$ cat src/rtl/onchip_memory_reader_if.sv
// Memory-port and streaming-source signals of the on-chip memory reader.
// The master modport is the reader; the slave modport is the memory plus the sink.
`timescale 1ns/1ps
interface onchip_memory_reader_if #(
  parameter int unsigned ADDR_W = 12,
  parameter int unsigned DATA_W = 32
) ();
  logic [ADDR_W-1:0]   address;
  logic                chipselect;
  logic                read;
  logic                write;
  logic [DATA_W/8-1:0] byteenable;
  logic                clken;
  logic [DATA_W-1:0]   readdata;
  logic [DATA_W-1:0]   src_data;
  logic                src_valid;
  logic                src_ready;

  modport master (
    output address, chipselect, read, write, byteenable, clken, src_data, src_valid,
    input  readdata, src_ready
  );

  modport slave (
    input  address, chipselect, read, write, byteenable, clken, src_data, src_valid,
    output readdata, src_ready
  );
endinterface

$ cat src/rtl/onchip_memory_reader.sv
// Reads word_count consecutive words (wrapping at MEM_WORDS) from a 1-cycle-latency
// on-chip memory and streams them through a first-word-fall-through FIFO.
`timescale 1ns/1ps
module onchip_memory_reader #(
  parameter int unsigned ADDR_W     = 12,
  parameter int unsigned DATA_W     = 32,
  parameter int unsigned MEM_WORDS  = 3000,
  parameter int unsigned FIFO_DEPTH = 8
) (
  input  logic              clk,
  input  logic              reset_n,
  input  logic              start_i,
  input  logic [ADDR_W-1:0] start_addr_i,
  input  logic [15:0]       word_count_i,
  output logic              busy_o,
  output logic              done_o,
  onchip_memory_reader_if.master bus
);

  localparam int unsigned PtrW = $clog2(FIFO_DEPTH);
  localparam int unsigned CntW = PtrW + 1;

  typedef enum logic [1:0] {StIdle, StIssue, StDrain, StDone} state_e;

  state_e            state_q, state_d;
  logic [ADDR_W-1:0] addr_q, addr_d;
  logic [15:0]       remaining_q, remaining_d;
  logic              inflight_q;
  logic              issue;
  logic              credit_ok;

  logic [DATA_W-1:0] fifo_mem [FIFO_DEPTH];
  logic [PtrW-1:0]   wr_ptr_q, rd_ptr_q;
  logic [CntW-1:0]   count_q;
  logic              push, pop;

  // Reserve a FIFO slot for the word still on its way back from memory.
  assign credit_ok = (count_q + CntW'(inflight_q)) < CntW'(FIFO_DEPTH);
  assign push      = inflight_q;
  assign pop       = (count_q != '0) && bus.src_ready;

  always_comb begin
    state_d     = state_q;
    addr_d      = addr_q;
    remaining_d = remaining_q;
    issue       = 1'b0;
    unique case (state_q)
      StIdle: begin
        if (start_i) begin
          if (word_count_i != 16'd0) begin
            addr_d      = start_addr_i;
            remaining_d = word_count_i;
            state_d     = StIssue;
          end else begin
            state_d = StDone;
          end
        end
      end
      StIssue: begin
        if (credit_ok) begin
          issue       = 1'b1;
          addr_d      = (addr_q == ADDR_W'(MEM_WORDS - 1)) ? '0 : addr_q + ADDR_W'(1);
          remaining_d = remaining_q - 16'd1;
          if (remaining_q == 16'd1) state_d = StDrain;
        end
      end
      StDrain: begin
        if (inflight_q) state_d = StDone;
      end
      StDone:  state_d = StIdle;
      default: state_d = StIdle;
    endcase
  end

  always_ff @(posedge clk or negedge reset_n) begin
    if (!reset_n) begin
      state_q     <= StIdle;
      addr_q      <= '0;
      remaining_q <= '0;
      inflight_q  <= 1'b0;
    end else begin
      state_q     <= state_d;
      addr_q      <= addr_d;
      remaining_q <= remaining_d;
      inflight_q  <= issue;
    end
  end

  always_ff @(posedge clk or negedge reset_n) begin
    if (!reset_n) begin
      wr_ptr_q <= '0;
      rd_ptr_q <= '0;
      count_q  <= '0;
    end else begin
      if (push) wr_ptr_q <= wr_ptr_q + PtrW'(1);
      if (pop)  rd_ptr_q <= rd_ptr_q + PtrW'(1);
      unique case ({push, pop})
        2'b10:   count_q <= count_q + CntW'(1);
        2'b01:   count_q <= count_q - CntW'(1);
        default: count_q <= count_q;
      endcase
    end
  end

  // Storage needs no reset; only pointers and count define validity.
  always_ff @(posedge clk) begin
    if (push) fifo_mem[wr_ptr_q] <= bus.readdata;
  end

  assign busy_o         = (state_q == StIssue) || (state_q == StDrain);
  assign done_o         = (state_q == StDone);
  assign bus.address    = addr_q;
  assign bus.chipselect = issue;
  assign bus.read       = issue;
  assign bus.write      = 1'b0;
  assign bus.byteenable = '1;
  assign bus.clken      = 1'b1;
  assign bus.src_valid  = (count_q != '0);
  assign bus.src_data   = fifo_mem[rd_ptr_q];

endmodule

$ cat src/flat_wrapper.sv
// flat-port wrapper written by rule: the top's interface ports become plain ports
module onchip_memory_reader_flat 
#(
  parameter int unsigned ADDR_W     = 12,
  parameter int unsigned DATA_W     = 32,
  parameter int unsigned MEM_WORDS  = 3000,
  parameter int unsigned FIFO_DEPTH = 8
)
  (clk, reset_n, start_i, start_addr_i, word_count_i, busy_o, done_o, bus_address, bus_chipselect, bus_read, bus_write, bus_byteenable, bus_clken, bus_src_data, bus_src_valid, bus_readdata, bus_src_ready);
  onchip_memory_reader_if #(.ADDR_W(ADDR_W), .DATA_W(DATA_W)) bus_i ();
  input  logic clk;
  input  logic reset_n;
  input  logic start_i;
  input  logic [ADDR_W-1:0] start_addr_i;
  input  logic [15:0] word_count_i;
  output logic busy_o;
  output logic done_o;
  output wire logic [$bits(bus_i.address)-1:0] bus_address;
  output wire logic [$bits(bus_i.chipselect)-1:0] bus_chipselect;
  output wire logic [$bits(bus_i.read)-1:0] bus_read;
  output wire logic [$bits(bus_i.write)-1:0] bus_write;
  output wire logic [$bits(bus_i.byteenable)-1:0] bus_byteenable;
  output wire logic [$bits(bus_i.clken)-1:0] bus_clken;
  output wire logic [$bits(bus_i.src_data)-1:0] bus_src_data;
  output wire logic [$bits(bus_i.src_valid)-1:0] bus_src_valid;
  input wire logic [$bits(bus_i.readdata)-1:0] bus_readdata;
  input wire logic [$bits(bus_i.src_ready)-1:0] bus_src_ready;
  assign bus_address = bus_i.address;
  assign bus_chipselect = bus_i.chipselect;
  assign bus_read = bus_i.read;
  assign bus_write = bus_i.write;
  assign bus_byteenable = bus_i.byteenable;
  assign bus_clken = bus_i.clken;
  assign bus_src_data = bus_i.src_data;
  assign bus_src_valid = bus_i.src_valid;
  assign bus_i.readdata = bus_readdata;
  assign bus_i.src_ready = bus_src_ready;
  onchip_memory_reader #(.ADDR_W(ADDR_W), .DATA_W(DATA_W), .MEM_WORDS(MEM_WORDS), .FIFO_DEPTH(FIFO_DEPTH)) u_core (.clk(clk), .reset_n(reset_n), .start_i(start_i), .start_addr_i(start_addr_i), .word_count_i(word_count_i), .busy_o(busy_o), .done_o(done_o), .bus(bus_i));
endmodule
$ cat config.mk
export PLATFORM = sky130hd
export DESIGN_NAME = onchip_memory_reader_flat
export DESIGN_NICKNAME = d
export VERILOG_FILES = /design/src/rtl/onchip_memory_reader_if.sv /design/src/rtl/onchip_memory_reader.sv /design/src/flat_wrapper.sv
export SDC_FILE = /design/constraint.sdc
export NUM_CORES = 1
export LEC_CHECK = 0
export BUFFER_PORTS_ARGS = -buffer_cell sky130_fd_sc_hd__buf_4
export CORE_MARGIN = 3
export CORE_UTILIZATION = 35
export CTS_CLUSTER_SIZE = 16
export DETAILED_ROUTE_END_ITERATION = 8
export SYNTH_ARGS = -nofsm -noshare
export SYNTH_HDL_FRONTEND = slang
export SYNTH_SLANG_ARGS = --single-unit
$ cat constraint.sdc
create_clock -name clk -period 3.86 [get_ports clk]
set_input_delay 0 -clock clk [delete_from_list [all_inputs] [get_ports clk]]
set_output_delay 0 -clock clk [all_outputs]
set_load 0.01 [all_outputs]
# Word level (Yosys, flattened, before mapping)

Memories as Yosys holds them, arrays and structs flattened.
Index checks and enable logic that the tools add are counted.
Widths: inputs -> output; s select.

Memories: 1
Memory bits (read-only): 0
Bits in registers: 41
Bits in writable memories: 256
Logic and storage cells: 57
Latch bits: 0
Input port bits: 64
Output and inout port bits: 55

Memories:

| memory          | depth | bits a word | rd ports | clocked after memory_dff | write ports | line                       | source |
|---|---|---|---|---|---|---|---|
| u_core.fifo_mem | 8     | 32          | 1        | 0                        | 1           | onchip_memory_reader.sv:32 | `logic [DATA_W-1:0] fifo_mem [FIFO_DEPTH];` |

Reductions and logical operators: 9
Order comparisons: 1
Equal/unequal tests: 12
Div/mod/pow operators: 0
$add $sub $neg: 7
Bitwise gates (word level): 0
Multiply operators: 0
Mux-type cells: 20
Shift-type cells: 0

Operator list:

| kind                  | number |
|---|---|
| $mux 12               | 4 |
| $mux 16               | 3 |
| $pmux 16 s2           | 1 |
| $pmux 12 s2           | 1 |
| $eq 16x1->1 const B   | 1 |
| $reduce_bool 16->1    | 1 |
| $sub 16x1->16 const B | 1 |
| $add 12x1->12 const B | 1 |
| $eq 12x12->1 const B  | 1 |
| $mux 2                | 5 |
| $ne 2x1->1 const B    | 4 |
| $pmux 2 s4            | 1 |
| $pmux 4 s2            | 1 |
| $reduce_and 4->1      | 2 |
| $add 3x1->3 const B   | 2 |
| $eq 2x2->1 const B    | 3 |
| $add 4x1->4           | 1 |
| $add 4x1->4 const B   | 1 |
| $eq 2x1->1 const B    | 2 |
| $lt 4x4->1 const B    | 1 |
| $mux 1                | 4 |
| $reduce_bool 2->1     | 2 |
| $reduce_bool 4->1     | 1 |
| $sub 4x1->4 const B   | 1 |
| other kinds (4)       | 4 |

# Longest topological paths before layout

Gate-level depths: netlist (run 1).

Depth in word-level cells: 4
Mapped depth: 11
Depth with buffers taken out: 10

# Worst setup path before layout (run 1)

No wires, ideal clock.

Path kind: register to register
From: register u_core.inflight_q
To: memory u_core.fifo_mem[1][0], enable pin
Buffers on the path: 1
Cell stages (with the launch flop): 4
Required time: 3.399 ns
Library setup time: 0.461 ns
Setup slack: 0.517 ns
Arrival: 2.882 ns
Clock period less this slack: 3.343 ns
Path through: dfrtp_1 -> clkbuf_1 -> nand2_1 -> nor3_1

Longest elaborated chain between the ends: 2

Ends and longest elaborated chain:

| element                      | line                        | source |
|---|---|---|
| start, declared              | onchip_memory_reader.sv:28  | `logic inflight_q;` |
| start signal, assigned       | onchip_memory_reader.sv:85  | `inflight_q <= issue;` |
| $mux 1                       | onchip_memory_reader.sv:107 | `if (push) fifo_mem[wr_ptr_q] <= bus.readdata;` |
| $mux 1 (implied by the code) | onchip_memory_reader.sv:107 |  |
| end, declared                | onchip_memory_reader.sv:32  |  |

No other way between the ends.

# Worst setup path after layout (run 1)

From: register u_core.rd_ptr_q[0]
To: output port bus_src_data[18]

Longest elaborated chain between the ends: 1

Ends and longest elaborated chain:

| element                | line                       | source |
|---|---|---|
| start, declared        | onchip_memory_reader.sv:33 | `logic [PtrW-1:0] wr_ptr_q, rd_ptr_q;` |
| start signal, assigned | onchip_memory_reader.sv:96 | `if (pop) rd_ptr_q <= rd_ptr_q + PtrW'(1);` |
| $mem_v2 8x32           | -                          |  |
| end, declared          | flat_wrapper.sv:24         | `output wire logic [$bits(bus_i.src_data)-1:0] bus_src_data;` |

No other way between the ends.

==> results.cfg, run 1 <==
[outcome]
status = complete, no violations

[floorplanning]
num_rows = 68
start_util_pct = 35.7
die_width_um = 194
core_region_area_um2 = 34700
ios = 119
fp.dieH_um = 194
die_area_um2 = 37700

[setup_path]
max_stage_delay_ns = 0.60
cp-end-kind = output port
r2r_start = u_core.state_q[1]
crit_top_cell = buf_4
arrival_ns = 2.58
critPathKind = reg -> out
slowest_stage = mux4_2
cp_max_fo = 36
startpoint_type = register
required_ns = 3.86
worstPathCellList = buf_4, mux4_2, mux2_2, buf_4
crit_start = u_core.rd_ptr_q[0]

[logic_synthesis]
ys_ff_latch = 297
yosysMostFrequentCell = edfxtp_1
synthTopCellsByCount = 256 x edfxtp_1, 64 x mux4_2, 41 x dfrtp_1
syn_inst = 699
yosysSeqAreaShare_pct = 70.3
synth.cell_area_um2 = 12400
yosysTopAreaCell = edfxtp_1
yosys_warnings = 0
netlist_top_cells_area = edfxtp_1 62%, mux4_2 12%, dfrtp_1 8.3%
ys_types = 51
synth_edf_count = 256
avgSynthCellArea_um2 = 17.7
synth_ff_type = edfxtp_1
async_flop_share_pct = 13.8
synth_top_area_share_pct = 62.1

[detailed_routing]
avgRoutedWirePerCell_um = 19.1
avgViaCountPerCell = 5.02
drtAntennaViolNets = 0
via_count = 6885
drt_iter0_markers = 413
remaining_drc_errors = 0
routed_wl_um = 26200
drt-pass1-iter-count = 5

[timing]
max_freq_ghz = 0.388
tns_ns = 0
tightest_slew_ns = 1.07
slew_viol_final = 0
fin_crit_sh_pct = 66.8
finalHoldViolCount = 0
slew_headroom_pct = 28.9
period_needed_ns = 2.58
setup_violations = 0
rsz0062_at_grt = no
clock_skew_ns = 0.0135
fin_ws_ns = 1.28

[clocking]
clk_pin_slew_worst_paths_ns = 0.06
clock_sinks = 297
cts_max_level = 1
clock_latency_ns = 0.55
clock-root-buffer = clkbuf_16
cts_tree = yes
clockBufferDepth = 3
tritoncts.num_buffers = 31

[pwr]
peakVddDrop_uv = 411
p_total_uw = 12000
p_leak_uw = 0.00550
powerDensity_nw_per_um2 = 764

[worst_hold_path]
hold_start = bus_readdata[24]
hp-class = in -> reg

[placed_design]
portBuffers = 112
pre_cts_ws_ns = 1.36
gp_congestion = 0.827
post-dp-hpwl_um = 15400

[global_routing]
grt_pass1_vias = 7108
overflow = 0
track_usage_pct = 13.7
grt_pass1_wl_um = 41400
antenna_found_initial = 1
grt_max_degree = 37

[final_layout]
area_delta_synth_final_pct = 26.6
nets = 968
drive_above_1_share_pct = 34.2

[flow_run]
maxCapViolCount = 0
[per-stage QoR]
stage | area, um2 | hold slack (ns) | std cells | utilization [%]
2_1_floorplan | 12400 | -0.296 | 703 | -
5_1_grt | 15700 | 0.222 | 1372 | 45.2
4_1_cts | 15700 | 0.196 | 1371 | 45.2
3_5_place_dp | 13800 | 0.0357 | 1249 | 39.9
3_3_place_gp | 13800 | 0.0332 | 1249 | 39.9
6_report | 15700 | 0.226 | 1372 | 45.2
[layout by cell type (no fill, tap or decap), drive strengths merged, types with 2 or more instances in the layout]
cell | netlist | layout
clkinv | 0 | 9
o2bb2ai | 3 | 3
o21ai | 14 | 14
nor3 | 14 | 14
mux4 | 64 | 64
or3 | 5 | 5
nor2 | 31 | 31
buf | 21 | 136
inv | 25 | 28
or4 | 5 | 5
mux2i | 3 | 3
nand2 | 21 | 21
dfrtp | 41 | 41
nor4 | 9 | 9
a211oi | 3 | 3
bufinv | 0 | 10
nor4b | 5 | 5
nand4 | 5 | 5
ha | 12 | 12
o32ai | 2 | 2
xnor2 | 4 | 4
and3 | 5 | 5
clkbuf | 23 | 32
o31ai | 20 | 20
a21oi | 15 | 15
conb | 2 | 6
clkinvlp | 0 | 3
a31oi | 4 | 4
or2 | 8 | 8
nor2b | 3 | 3
nand2b | 4 | 4
dlygate4sd3 | 0 | 64
mux2 | 37 | 37
edfxtp | 256 | 256
nand3 | 6 | 6
a221oi | 13 | 13
xor2 | 6 | 6
[critical path: cells and delay by family, from the launching register on]
family                 cells  cell delay, ns
DFF                        1            0.40
buffers and inverters      2            0.73
muxes                      2            0.89
[flip-flops by register name, summed over array words and instances (netlist names)]
register            flops
u_core.state_q          2
u_core.bus.address     12
u_core.count_q          4
u_core.inflight_q       1
u_core.fifo_mem       256
u_core.wr_ptr_q         3
u_core.rd_ptr_q         3
u_core.remaining_q     16
[layer usage]
metal,part of all wire (%),vias to the layer above,GRT usage [%],wire length [um]
li1,-,3177,-,-
met1,47,3464,20.6,12400
met2,45,207,21.2,11900
met3,5.3,37,2.26,1390
met4,1.9,0,3.03,510
met5,0,-,0,0
[power breakdown]
| group | switching [uW] | internal, uW |
|---|---|---|
| Combinational | 1930 | 1980 |
| Clock | 1240 | 2140 |
| Sequential | 474 | 4220 |
[kinds of logic after synthesis]
logic type / count (synthesis) / synth area share (%)
other: 2 / 0.0606
DFF: 297 / 70.3
AOI/OAI and AO/OA: 80 / 4.53
xor gates and xnor gates: 10 / 0.707
and+or+nand+nor: 125 / 5.42
adders and majority gates: 12 / 1.21
muxes: 104 / 15.2
buffers and inverters: 69 / 2.48
[what timing repair did]
item / 4_1_cts / 5_1_grt
endpoints found under the hold margin: 330 / 0
hold buffers: 65 / 0
resized for setup: 0 / 0
endpoints found under the setup margin: 0 / 0
buffers inserted: 0 / 0
[final cells by class]
type	instances	area [um2]
Timing Repair Buffer	200	1690
Clock inverter	25	398
Inverter	25	93.8
Sequential cell	297	8720
Tap cell	455	569
Clock buffer	32	779
Multi-Input combinational cell	337	3440
Fill cell	2978	19000
Antenna cell	1	2.50
[final timing paths]
| path | cells past startpoint | endpoint | slack, ns |
|---|---|---|---|
| max | 4 | bus_src_data[18] | 1.28 |
| min | 2 | u_core.fifo_mem[2][24] | 0.23 |
| max reg2reg | 7 | u_core.remaining_q[7] | 1.35 |
| min reg2reg | 1 | u_core.count_q[3] | 0.51 |
| max in group asynchronous | 4 | u_core.count_q[3] | 3.06 |
| min in group asynchronous | 3 | u_core.remaining_q[14] | 0.38 |
Power figures use the tool's default switching activity.
==> inputs of run 2 (changes only) <==
- clock period: 3.86 -> 2.2 ns (I/O delays scaled with it)
==> results.cfg, run 2 (synthesis gave the netlist of run 1 again) <==
[setup_path]
crit_cells = 5
cp_max_fo = 8
slowest_stage = mux4_2
cp-end-kind = output port
arrival_ns = 2.19
max_stage_delay_ns = 0.49
r2r_start = u_core.count_q[1]
reg2reg_depth = 10
required_ns = 2.20
worstPathCellList = buf_12, buf_6, mux4_2, mux2_2, buf_4
crit_family = multiplexers
ff2ff_setup_slack_ns = 0.07
cp-endpoint = bus_src_data[1]
path_buf_inv = 3
critPathKind = reg -> out
reg2reg_to = u_core.count_q[2]
crit_start = u_core.rd_ptr_q[0]
startpoint_type = register

[clocking]
clock_latency_ns = 0.51
tritoncts.num_buffers = 34
clk_pin_slew_worst_paths_ns = 0.05
clock_sinks = 297
clock-root-buffer = clkbuf_16
clockBufferDepth = 3
cts_max_level = 2
cts_tree = yes

[final_layout]
final_area_um2 = 16200
area_delta_synth_final_pct = 30.4
regMostFlops = u_core.fifo_mem
largest_reg_flops = 256
regArea_um2 = 8720
fin_cells = 1404
fillerInstances = 2975
multi_input_area_um2 = 3610
final_util_pct = 46.5
nets = 1002
final_common_cell = edfxtp_1
drive_above_1_share_pct = 37.7
mostFrequentLayoutCells = 256 x edfxtp_1, 134 x buf_4, 64 x mux4_2, 62 x dlygate4sd3_1, 38 x dfrtp_1

[placed_design]
dpl.cell_count = 1273
dpl_cell_area_um2 = 14200
post-dp-hpwl_um = 16200
gp_congestion = 0.800
portBuffers = 112

[global_routing]
grt_pass1_vias = 7435
track_usage_pct = 14.1
overflow = 0
grt_pass1_wl_um = 42200
grt_max_degree = 42
antenna_found_initial = 2

[detailed_routing]
remaining_drc_errors = 0
via_count = 7064
avgViaCountPerCell = 5.03
drt-pass1-iter-count = 4
routed_wl_um = 26900
avgRoutedWirePerCell_um = 19.2
drt_iter0_markers = 330
drtAntennaViolNets = 0

[pwr]
p_leak_uw = 0.00575
p_total_uw = 21700
powerDensity_nw_per_um2 = 1340
peakVddDrop_uv = 884

[floorplanning]
fp.dieH_um = 194
num_rows = 68
die_width_um = 194
core_region_area_um2 = 34700
die_area_um2 = 37700
start_util_pct = 35.7
ios = 119

[timing]
clock_skew_ns = 0.0175
slew_headroom_pct = 61.2
slew_viol_final = 0
rsz0062_at_grt = yes
finalHoldViolCount = 0
tightest_slew_ns = 0.583
max_freq_ghz = 0.456
whs_ns = 0.0285
setup_violations = 0
fin_crit_sh_pct = 99.6
period_needed_ns = 2.19

[outcome]
status = complete, no violations

[worst_hold_path]
hp-class = in -> reg

[flow_run]
maxCapViolCount = 0
run 2: cell types whose count changed in the layout (fill, tap and decap cells not counted), moves of 3 or more:
cell       delta
clkbuf_1      +9
bufinv_16     -9
clkbuf_16     +5
a221oi_2      +4
or4_1         -3
ha_1          -3
buf_12        +7
buf_6        +21
a221oi_1      -4
mux2_4       +17
or4_4         +3
mux2_2       -17
run 2: worst min-delay path by stage:
stage / from / end / slack, ns / cells past startpoint
after global placement: reset_n / u_core.remaining_q[9] / 0.04 / 1
after detailed placement: reset_n / u_core.remaining_q[1] / 0.04 / 1
after global routing: reset_n / u_core.remaining_q[0] / 0.08 / 2
after floorplan: reset_n / u_core.bus.address[0] / -0.30 / 0
final: start_i / u_core.state_q[1] / 0.03 / 4
after CTS: start_i / u_core.state_q[1] / 0.01 / 4
run 2: tightest hold or removal path, cell delays in order:
cell	delay (ns)
buf_4	0.09
nor2b_1	0.05
a221oi_2	0.22
mux2i_1	0.11
run 2: where the power goes:
group	internal (uW)	leakage, uW	switching (uW)
registers	7410	0.00282	573
clock network	2980	0.000490	2120
logic	4570	0.00244	3990
run 2: repair_timing:
action	CTS	global route
pin swaps	0	3
endpoints found under the hold margin	328	0
setup endpoints to repair	32	61
hold buffers	62	0
cloned	0	2
gates resized for setup	11	48
setup buffers	4	4
run 2: per-stage QoR:
stage	worst slack, ns	TNS, ns
floorplan	-0.287	-63.87
finish	0.00831	0
global placement	0.0434	0
global route	-0.0707	-1.20
CTS	-0.0563	-0.945
detailed placement	0.0168	0
run 2: cell type report:
| type | count | share of cell area, % |
|---|---|---|
| flip-flops and latches | 297 | 54.0 |
| multi-input cells | 337 | 22.3 |
| repair buffers | 231 | 13.3 |
| clock buffers | 44 | 5.50 |
| well taps | 455 | 3.52 |
| clock inverters | 13 | 0.713 |
| inverters | 25 | 0.596 |
| diodes | 2 | 0.0310 |
run 2: layer usage:
metal	track usage (%)	wire length (um)	up-vias
met5	0	0	-
met4	2.85	417	0
met3	2.78	1410	32
met2	24.0	13400	171
met1	18.9	11700	3605
li1	-	-	3256
